$ cat src/rtl/quad_ctrl.sv
// Quadrature encoder decoder: synchronizes A/B, accumulates steps into detents,
// and drives a saturating position count with a strobe, direction and sticky error.
module quad_ctrl #(
  parameter int POS_WIDTH = 8,
  parameter int POS_MAX   = 255,
  parameter int DETENT    = 4
) (
  input  logic                 clk_i,
  input  logic                 rst_i,
  input  logic                 a_i,
  input  logic                 b_i,
  input  logic                 en_i,
  input  logic                 clr_i,
  output logic                 stb_o,
  output logic                 dir_o,
  output logic [POS_WIDTH-1:0] pos_o,
  output logic                 err_o
);

  localparam logic signed [3:0]     DET_P   = 4'(DETENT);
  localparam logic signed [3:0]     DET_N   = -DET_P;
  localparam logic [POS_WIDTH-1:0]  POS_TOP = POS_WIDTH'(POS_MAX);

  logic [1:0]        sync1, sync2, prev;
  logic              vld1, vld2, primed;
  logic signed [3:0] sub;

  logic [1:0]           ph_cur, ph_prev, delta;
  logic                 fwd, bwd, ill;
  logic signed [3:0]    sub_step, sub_nxt;
  logic                 stb_nxt, dir_nxt, err_nxt;
  logic [POS_WIDTH-1:0] pos_nxt;

  // Map {a,b} to a cyclic phase index so a forward step is always +1 mod 4.
  always_comb begin
    ph_cur  = {sync2[1], sync2[1] ^ sync2[0]};
    ph_prev = {prev[1], prev[1] ^ prev[0]};
    delta   = ph_cur - ph_prev;
    fwd     = primed && (delta == 2'd1);
    bwd     = primed && (delta == 2'd3);
    ill     = primed && (delta == 2'd2);
  end

  always_comb begin
    sub_nxt  = sub;
    stb_nxt  = 1'b0;
    dir_nxt  = dir_o;
    pos_nxt  = pos_o;
    err_nxt  = err_o;
    sub_step = sub;
    if (fwd)
      sub_step = sub + 4'sd1;
    else if (bwd)
      sub_step = sub - 4'sd1;

    if (clr_i) begin
      pos_nxt = '0;
      sub_nxt = '0;
      err_nxt = 1'b0;
    end else if (!en_i) begin
      sub_nxt = '0;
    end else if (ill) begin
      err_nxt = 1'b1;
      sub_nxt = '0;
    end else if (sub_step == DET_P) begin
      stb_nxt = 1'b1;
      dir_nxt = 1'b1;
      sub_nxt = '0;
      if (pos_o != POS_TOP)
        pos_nxt = pos_o + 1'b1;
    end else if (sub_step == DET_N) begin
      stb_nxt = 1'b1;
      dir_nxt = 1'b0;
      sub_nxt = '0;
      if (pos_o != '0)
        pos_nxt = pos_o - 1'b1;
    end else begin
      sub_nxt = sub_step;
    end
  end

  // primed trails the synchronizer valid so the first real sample only loads prev.
  always_ff @(posedge clk_i) begin
    if (!rst_i) begin
      sync1  <= 2'b00;
      sync2  <= 2'b00;
      prev   <= 2'b00;
      vld1   <= 1'b0;
      vld2   <= 1'b0;
      primed <= 1'b0;
      sub    <= '0;
      stb_o  <= 1'b0;
      dir_o  <= 1'b0;
      pos_o  <= '0;
      err_o  <= 1'b0;
    end else begin
      sync1  <= {a_i, b_i};
      sync2  <= sync1;
      prev   <= sync2;
      vld1   <= 1'b1;
      vld2   <= vld1;
      primed <= vld2;
      sub    <= sub_nxt;
      stb_o  <= stb_nxt;
      dir_o  <= dir_nxt;
      pos_o  <= pos_nxt;
      err_o  <= err_nxt;
    end
  end

endmodule

$ cat config.mk
export PLATFORM = sky130hd
export DESIGN_NAME = quad_ctrl
export DESIGN_NICKNAME = d
export VERILOG_FILES = /design/src/rtl/quad_ctrl.sv
export SDC_FILE = /design/constraint.sdc
export NUM_CORES = 1
export LEC_CHECK = 0
export CAP_MARGIN = 5
export CORE_UTILIZATION = 43
export CTS_BUF_LIST = sky130_fd_sc_hd__clkbuf_8
export DETAILED_ROUTE_END_ITERATION = 8
export GPL_TIMING_DRIVEN = 0
export PLACE_DENSITY_LB_ADDON = 0.3
export SYNTH_ARGS = -nofsm -noshare
export SYNTH_HDL_FRONTEND = slang
export SYNTH_SLANG_ARGS = --single-unit
$ cat constraint.sdc
create_clock -name clk_i -period 5.81 [get_ports clk_i]
set_input_delay 0.8715 -clock clk_i [delete_from_list [all_inputs] [get_ports clk_i]]
set_output_delay 0.8715 -clock clk_i [all_outputs]
set_load 0.02 [all_outputs]
==> results of run 1 <==
-- worst max-delay path by stage --
| stage | start | end | slack [ps] | cells past startpoint |
|---|---|---|---|---|
| final | prev[1]$_SDFF_PN0_ | pos_o[7]$_SDFFE_PP0P_ | 1860 | 16 |
| after floorplan | prev[1]$_SDFF_PN0_ | pos_o[7]$_SDFFE_PP0P_ | 2360 | 16 |
| after CTS | prev[1]$_SDFF_PN0_ | pos_o[7]$_SDFFE_PP0P_ | 1820 | 16 |
| after detailed placement | prev[1]$_SDFF_PN0_ | pos_o[7]$_SDFFE_PP0P_ | 1870 | 16 |
| after global placement | prev[1]$_SDFF_PN0_ | pos_o[7]$_SDFFE_PP0P_ | 2020 | 16 |
| after global routing | prev[1]$_SDFF_PN0_ | pos_o[7]$_SDFFE_PP0P_ | 1500 | 16 |
-- cell usage in the layout, fill, tap and decap left out, drive strengths merged, types with 6 or more instances in the layout --
cell type,instances
and2,9
xnor2,7
a21oi,9
nand2,6
ha,9
nor2,20
clkbuf,6
clkdlybuf4s50,16
mux2i,9
dfxtp,24
-- power by group through the flow --
stage | clock network (uW) | logic, uW | registers (uW)
detailed placement | 0 | 23.3 | 172
finish | 142 | 23.5 | 169
CTS | 145 | 23.4 | 169
global route | 154 | 25.5 | 169
global placement | 0 | 22.5 | 172
floorplan | 0 | 15.6 | 172
-- kinds of logic after synthesis --
logic type               Yosys count  synth area share
adder cells (fa/ha/maj)           10             0.101
XOR/XNOR                          13            0.0977
AO/OA/AOI/OAI                     24             0.114
multiplexers                      10            0.0769
AND/OR/NAND/NOR                   51             0.210
flip-flops                        24             0.364
buffers and inverters              9            0.0370
-- sequential cells by signal, indices dropped and copies added (netlist names) --
signal / count
pos_o: 8
stb_o: 1
vld1: 1
dir_o: 1
sync1: 2
sync2: 2
prev: 2
sub: 4
err_o: 1
primed: 1
vld2: 1
-- per-layer routing --
metal  up-vias  GRT usage  wire (um)
met2        10      0.302       1220
li1        528          -          -
met4         0     0.0488         19
met3         2     0.0295         47
met1       487      0.201       1150
met5         -          0          0
-- area by class of cell --
class                           instances  share of cell area
Inverter                                4             0.00945
Buffer                                  5              0.0213
Multi-Input combinational cell        108               0.497
Sequential cell                        24               0.302
Clock inverter                          1              0.0189
Timing Repair Buffer                   16               0.101
Clock buffer                            3              0.0260
Tap cell                               31              0.0244
-- metrics by stage --
stage                     cells  hold slack [ps]  utilization  worst slack [ps]
after floorplan             141              412            -              2360
after global placement      188              416        0.536              2020
after detailed placement    188              427        0.536              1870
after CTS                   192              447        0.562              1820
after global routing        192              469        0.562              1500
final                       192              443        0.562              1860
-- critical path, stage by stage, from the launching register on --
cell                       delay, ps
sky130_fd_sc_hd__dfxtp_1         380
sky130_fd_sc_hd__xor2_1          160
sky130_fd_sc_hd__ha_1            170
sky130_fd_sc_hd__xnor3_2         350
sky130_fd_sc_hd__mux2i_1         180
sky130_fd_sc_hd__o21ai_0         270
sky130_fd_sc_hd__and2_4          200
sky130_fd_sc_hd__buf_6           110
sky130_fd_sc_hd__o221ai_1        340
sky130_fd_sc_hd__ha_1            470
sky130_fd_sc_hd__a21oi_1         140
sky130_fd_sc_hd__o21ai_0         130
sky130_fd_sc_hd__a21oi_1         230
sky130_fd_sc_hd__o21ai_0         140
sky130_fd_sc_hd__xor2_1          160
sky130_fd_sc_hd__or3_1           310
sky130_fd_sc_hd__a21oi_1         140
==> reports/metrics.yaml, run 1 <==
grt_setup_unrepaired: "no"
critical_path.max_fanout: 8
max_freq_mhz: 253
maxSlewViolCount: 0
netlist.top_cell.by_area: "sky130_fd_sc_hd__dfxtp_1"
synth_seq_area_share: 0.364
postCtsSetupRepairBufs: 0
synth_edf_count: 0
timing.hold.worst.start: "vld2$_SDFF_PN0_"
n_fill_cell: 245
synth_fp_nets: 157
cts_tree: "done"
route.detailed.drc: 2
dieHeight_um: 57.4
effective_utilization_at_floorplan: 0.466
hold_path.class: "flip-flop to flip-flop"
drt_first_iter_violations: 28
cts-root-to-sink-buffers: 2
timing.setup.tns_ps: 0
drt.antenna.violating_nets: 0
finalSetupViolCount: 0
r2r_end: "pos_o[7]$_SDFFE_PP0P_"
numPortBuffers: 16
diodes: 0
power_switching_uw: 63.3
drv.max_cap_violation_count: 0
total_power_uw: 334
postPlaceCellArea_um2: 1520
maxSlewHeadroom: 0.521
clock_network_power_share: 0.425
post_synth_most_frequent_cells: "sky130_fd_sc_hd__dfxtp_1, sky130_fd_sc_hd__nor2_1, sky130_fd_sc_hd__a21oi_1, sky130_fd_sc_hd__ha_1, sky130_fd_sc_hd__mux2i_1"
holdPathEnd: "primed$_SDFF_PN0_"
first_global_vias: 1039
holdPathStages: 1
wire_length_of_the_first_global_routing_pass_um: 4370
detailedPlacementHpwl_um: 1910
cellLeakagePower_uw: 0.000685
final_cell_area_um2: 1590
clock_sinks: 24
pin_count: 17
layout_min_cycle_time_ps: 3950
power.sequential.fraction: 0.504
final_nets: 178
crit_arrival_ps: 4150
pin_count_of_the_biggest_net_entering_global_routing: 15
r2r.worst_path.cells: 16
detailroute.via_count: 1027
comb_power_share: 0.070
cts.htree.levels: 1
status: "finished with violations"
dieWidth_um: 57.4
rrSetupSlack_ps: 1860
cts_resized: 0
root_buffer: "sky130_fd_sc_hd__clkbuf_8"
regArea_um2: 480
grt_antenna_before_repair: 0
worstSetupEndpointType: "flip-flop"
power_density_nw_per_um2: 210
vias_per_cell: 5.35
syn_inst: 141
globalRouteTotalUtil: 0.167
yosys.cell_count.top_type: "sky130_fd_sc_hd__dfxtp_1"
synth_top_area_share: 0.364
power.share.switching: 0.189
synthesis.area_um2: 1320
path_clk_slew_ps: 80
worstMarginPinSlew_ps: 719
finalCritPeriodShare: 0.681
postRouteWirelength_um: 2430
crit_path_class: "flip-flop to flip-flop"
worstSetupStartpointType: "flip-flop"
synth_ff_type: "sky130_fd_sc_hd__dfxtp_1"
routedWlPerCell_um: 12.6
multi_input_comb_area_um2: 790
routabilityCongestion: 0.760
postSynth.asyncResetShare: 0
final-hold-violation-count: 0
std_cell_rows: 19
clk-insertion-delay-late_ps: 260
synth_warnings: 0
critical_path.reg2reg.startpoint: "prev[1]$_SDFF_PN0_"
cts_made_buffers: 3
violations: "design-rule violations"
worst_ir_drop_vdd_v: 0.000130
die_footprint_um2: 3290
total_congestion_overflow_after_global_routing: 0
distinct_cell_type_count_after_synthesis: 37
ys_top_cells_by_area: "sky130_fd_sc_hd__dfxtp_1, sky130_fd_sc_hd__ha_1, sky130_fd_sc_hd__mux2i_1, sky130_fd_sc_hd__nor2_1, sky130_fd_sc_hd__xnor2_1"
cts_stage_hold_buffer_count: 0
synth.ff_latch_count: 24
core-area_um2: 2830
power.internal_uw: 271
post_synth.cell_area_avg_um2: 9.35
drt_pre_antenna_iters: 6
layout-drive-gt1-share: 0.0807
final.setup_skew_ps: 1.25
required_ps: 6000
area.growth.synth_to_final_pct: 20.5
Note: power is estimated with default switching activity, not from simulation.
==> inputs of run 2 (changes only) <==
==> constraint.sdc (replaced) <==
create_clock -name clk_i -period 3.2 [get_ports clk_i]
set_input_delay 0.48 -clock clk_i [delete_from_list [all_inputs] [get_ports clk_i]]
set_output_delay 0.48 -clock clk_i [all_outputs]
set_load 0.02 [all_outputs]
==> reports/metrics.yaml, run 2 (synthesis gave the netlist of run 1 again) <==
pin_count: 17  # unchanged
drt_first_iter_violations: 9  # was 28
power.sequential.fraction: 0.485  # was 0.504
path_clk_slew_ps: 90  # was 80 ps
worstSetupEndpointType: "flip-flop"  # unchanged
critical_path.max_fanout: 6  # was 8
worstSetupStartpointType: "flip-flop"  # unchanged
power.share.switching: 0.200  # was 0.189
worstMarginPinSlew_ps: 497  # was 719 ps
finalSetupViolCount: 2  # was 0
die_footprint_um2: 3290  # unchanged
final_nets: 189  # was 178
r2r.worst_path.cells: 15  # was 16
largest_register_ffs: 8  # unchanged
globalRouteTotalUtil: 0.196  # was 0.167
wire_length_of_the_first_global_routing_pass_um: 5090  # was 4370 um
core-area_um2: 2830  # unchanged
max_freq_mhz: 303  # was 253 MHz
crit_top_cell: "sky130_fd_sc_hd__a21oi_2"
finalCritPeriodShare: 1.03  # was 0.681
cts_tree: "done"  # unchanged
crit_path_class: "flip-flop to flip-flop"  # unchanged
power_density_nw_per_um2: 336  # was 210 nW/um^2
clock_sinks: 24  # unchanged
critical_path.reg2reg.startpoint: "prev[1]$_SDFF_PN0_"  # unchanged
effective_utilization_at_floorplan: 0.466  # unchanged
status: "finished with violations"  # unchanged
timing.setup.tns_ps: -152  # was 0 ps
worstSetupStartpoint: "prev[1]$_SDFF_PN0_"  # unchanged
comb_power_share: 0.100  # was 0.070
biggestRegsByFlops: "pos_o: 8 flops, sub: 4 flops"  # unchanged
diodes: 0  # unchanged
grt_setup_unrepaired: "yes"  # was no
cts_made_buffers: 3  # unchanged
cellLeakagePower_uw: 0.000763  # was 0.000685 uW
worst_path_largest_cell_delay_ps: 380  # was 470 ps
r2r_end: "pos_o[7]$_SDFFE_PP0P_"  # unchanged
detailedPlacementHpwl_um: 1970  # was 1910 um
std_cell_rows: 19  # unchanged
clk-insertion-delay-late_ps: 260  # about the same
root_buffer: "sky130_fd_sc_hd__clkbuf_8"  # unchanged
cts-root-to-sink-buffers: 2  # unchanged
cts_stage_hold_buffer_count: 0  # unchanged
route.detailed.drc: 0  # was 2
detailedPlace.worstSlack_ps: -280  # was 1870 ps
routabilityCongestion: 0.816  # was 0.760
drt.antenna.violating_nets: 0  # unchanged
setup_ws_ps: -97.0  # was 1860 ps
power.internal_uw: 506  # was 271 uW
pin_count_of_the_biggest_net_entering_global_routing: 15  # unchanged
critical_path_cell_count: 15  # was 16
routedWlPerCell_um: 13.8  # was 12.6 um
placedCellCount: 188  # unchanged
final-hold-violation-count: 0  # unchanged
layout_min_cycle_time_ps: 3300  # was 3950 ps
layout-drive-gt1-share: 0.308  # was 0.0807
layout_common_cells: "sky130_fd_sc_hd__dfxtp_1, sky130_fd_sc_hd__nor2_1, sky130_fd_sc_hd__clkdlybuf4s50_1, sky130_fd_sc_hd__buf_4, sky130_fd_sc_hd__and2_1"  # was sky130_fd_sc_hd__dfxtp_1, sky130_fd_sc_hd__nor2_1, sky130_fd_sc_hd__clkdlybuf4s50_1
final.setup_skew_ps: 3.08  # was 1.25 ps
power_switching_uw: 127  # was 63.3 uW
setup.worst_path.end: "pos_o[7]$_SDFFE_PP0P_"  # unchanged
vias_per_cell: 5.29  # was 5.35
final_cells: 203  # was 192
crit_family: "compound AO/OA/AOI/OAI gates"  # unchanged
dieHeight_um: 57.4  # unchanged
hold_path.class: "flip-flop to flip-flop"  # unchanged
first_global_vias: 1148  # was 1039
postRouteWirelength_um: 2800  # was 2430 um
total_congestion_overflow_after_global_routing: 0  # unchanged
violations: "negative setup slack"  # was design-rule violations
drv.max_cap_violation_count: 0  # unchanged
cts.htree.levels: 1  # unchanged
detailroute.via_count: 1074  # was 1027
final_common_cell: "sky130_fd_sc_hd__dfxtp_1"  # unchanged
drt_pre_antenna_iters: 4  # was 6
worst_ir_drop_vdd_v: 0.000171  # was 0.000130 V
area.growth.synth_to_final_pct: 43.0  # was 20.5%
numPortBuffers: 16  # unchanged
required_ps: 3400  # was 6000 ps
grt_antenna_before_repair: 0  # unchanged
critical-path-slowest-cell: "sky130_fd_sc_hd__o221ai_4"  # was sky130_fd_sc_hd__ha_1
cp_num_buf_inv: 1  # unchanged
n_fill_cell: 220  # was 245
maxSlewViolCount: 0  # unchanged
clock_network_power_share: 0.415  # was 0.425
dieWidth_um: 57.4  # unchanged
maxSlewHeadroom: 0.669  # was 0.521
largest_register: "pos_o"  # unchanged
crit_arrival_ps: 3500  # was 4150 ps
worstPathCellList: "xor2_1 -> ha_2 -> xnor3_2 -> buf_6 -> mux2i_4 -> nor2_4 -> o221ai_4 -> ha_4 -> a21oi_2 -> o21ai_2 -> a21oi_2 -> o21ai_2 -> xor2_1 -> or3_1 -> a21oi_2"  # was xor2_1 -> ha_1 -> xnor3_2 -> mux2i_1 -> o21ai_0 -> and2_4 -> buf_6 -> o221ai_1 -> ha_1 -> a21oi_1 -> o21ai_0 -> a21oi_1 -> o21ai_0 -> xor2_1 -> or3_1 -> a21oi_1
rrSetupSlack_ps: -100  # was 1860 ps
-- run 2: changes by cell type in the layout (fill, tap and decap cells not counted), moves of 4 or more --
cell,before,now
sky130_fd_sc_hd__a21oi_1,9,3
sky130_fd_sc_hd__a21oi_2,0,5
sky130_fd_sc_hd__buf_4,0,8
sky130_fd_sc_hd__buf_6,2,6
sky130_fd_sc_hd__dfxtp_1,24,20
sky130_fd_sc_hd__dfxtp_2,0,4
sky130_fd_sc_hd__ha_1,9,5
-- run 2: power by group through the flow --
stage | registers [uW] | logic [uW] | clock network [uW]
6_report | 307 | 63.5 | 263
5_1_grt | 307 | 69.0 | 285
4_1_cts | 306 | 57.6 | 266
3_5_place_dp | 313 | 42.7 | 0
3_3_place_gp | 313 | 41.4 | 0
2_1_floorplan | 313 | 28.8 | 0
-- run 2: area by class of cell --
class / count / area (um^2) / share of cell area
Buffer: 3 / 18.8 / 0.00995
Clock buffer: 3 / 41.3 / 0.0219
Tap cell: 31 / 38.8 / 0.0206
Inverter: 4 / 15.0 / 0.00796
Timing Repair Buffer: 29 / 277 / 0.147
Sequential cell: 24 / 485 / 0.257
Multi-Input combinational cell: 108 / 980 / 0.520
Clock inverter: 1 / 30.0 / 0.0159
-- run 2: routing by layer --
metal  wire length [um]  part of all wire  vias up  GRT usage
met3                 38             0.014        2     0.0272
met4                 27            0.0096        0     0.0732
met5                  0                 0        -          0
li1                   -                 -      550          -
met1               1270              0.45      515      0.239
met2               1470              0.52        7      0.347
-- run 2: worst min path at each step --
stage                                   start                  end  depth (start not counted)
final                     sync1[0]$_SDFF_PN0_  sync2[0]$_SDFF_PN0_                          1
after global routing             vld1$_DFF_P_      vld2$_SDFF_PN0_                          1
after CTS                 sync1[0]$_SDFF_PN0_  sync2[0]$_SDFF_PN0_                          1
after detailed placement  sync1[0]$_SDFF_PN0_  sync2[0]$_SDFF_PN0_                          1
after global placement           vld1$_DFF_P_      vld2$_SDFF_PN0_                          1
after floorplan               vld2$_SDFF_PN0_    primed$_SDFF_PN0_                          1
-- run 2: metrics by stage --
step	power [uW]	hold slack, ps	cell area, um^2	utilization
2_1_floorplan	341	412	1360	-
3_3_place_gp	354	419	1560	0.551
3_5_place_dp	356	418	1560	0.551
4_1_cts	630	439	1800	0.635
5_1_grt	662	473	1890	0.667
6_report	633	439	1890	0.667
-- run 2: timing repair --
action,CTS,global route
endpoints found under the setup margin,3,3
setup buffers,11,5
gates resized for setup,19,16
pin swaps,14,18
==> inputs of run 3 (changes only) <==
--- a/config.mk
+++ b/config.mk
@@ -8,6 +8,7 @@
 export CAP_MARGIN = 5
 export CORE_UTILIZATION = 43
 export CTS_BUF_LIST = sky130_fd_sc_hd__clkbuf_8
+export CTS_CLUSTER_DIAMETER = 30
 export DETAILED_ROUTE_END_ITERATION = 8
 export GPL_TIMING_DRIVEN = 0
 export PLACE_DENSITY_LB_ADDON = 0.3
==> results of run 3 <==
The final DEF is identical to that of run 2; final timing and power are the same.
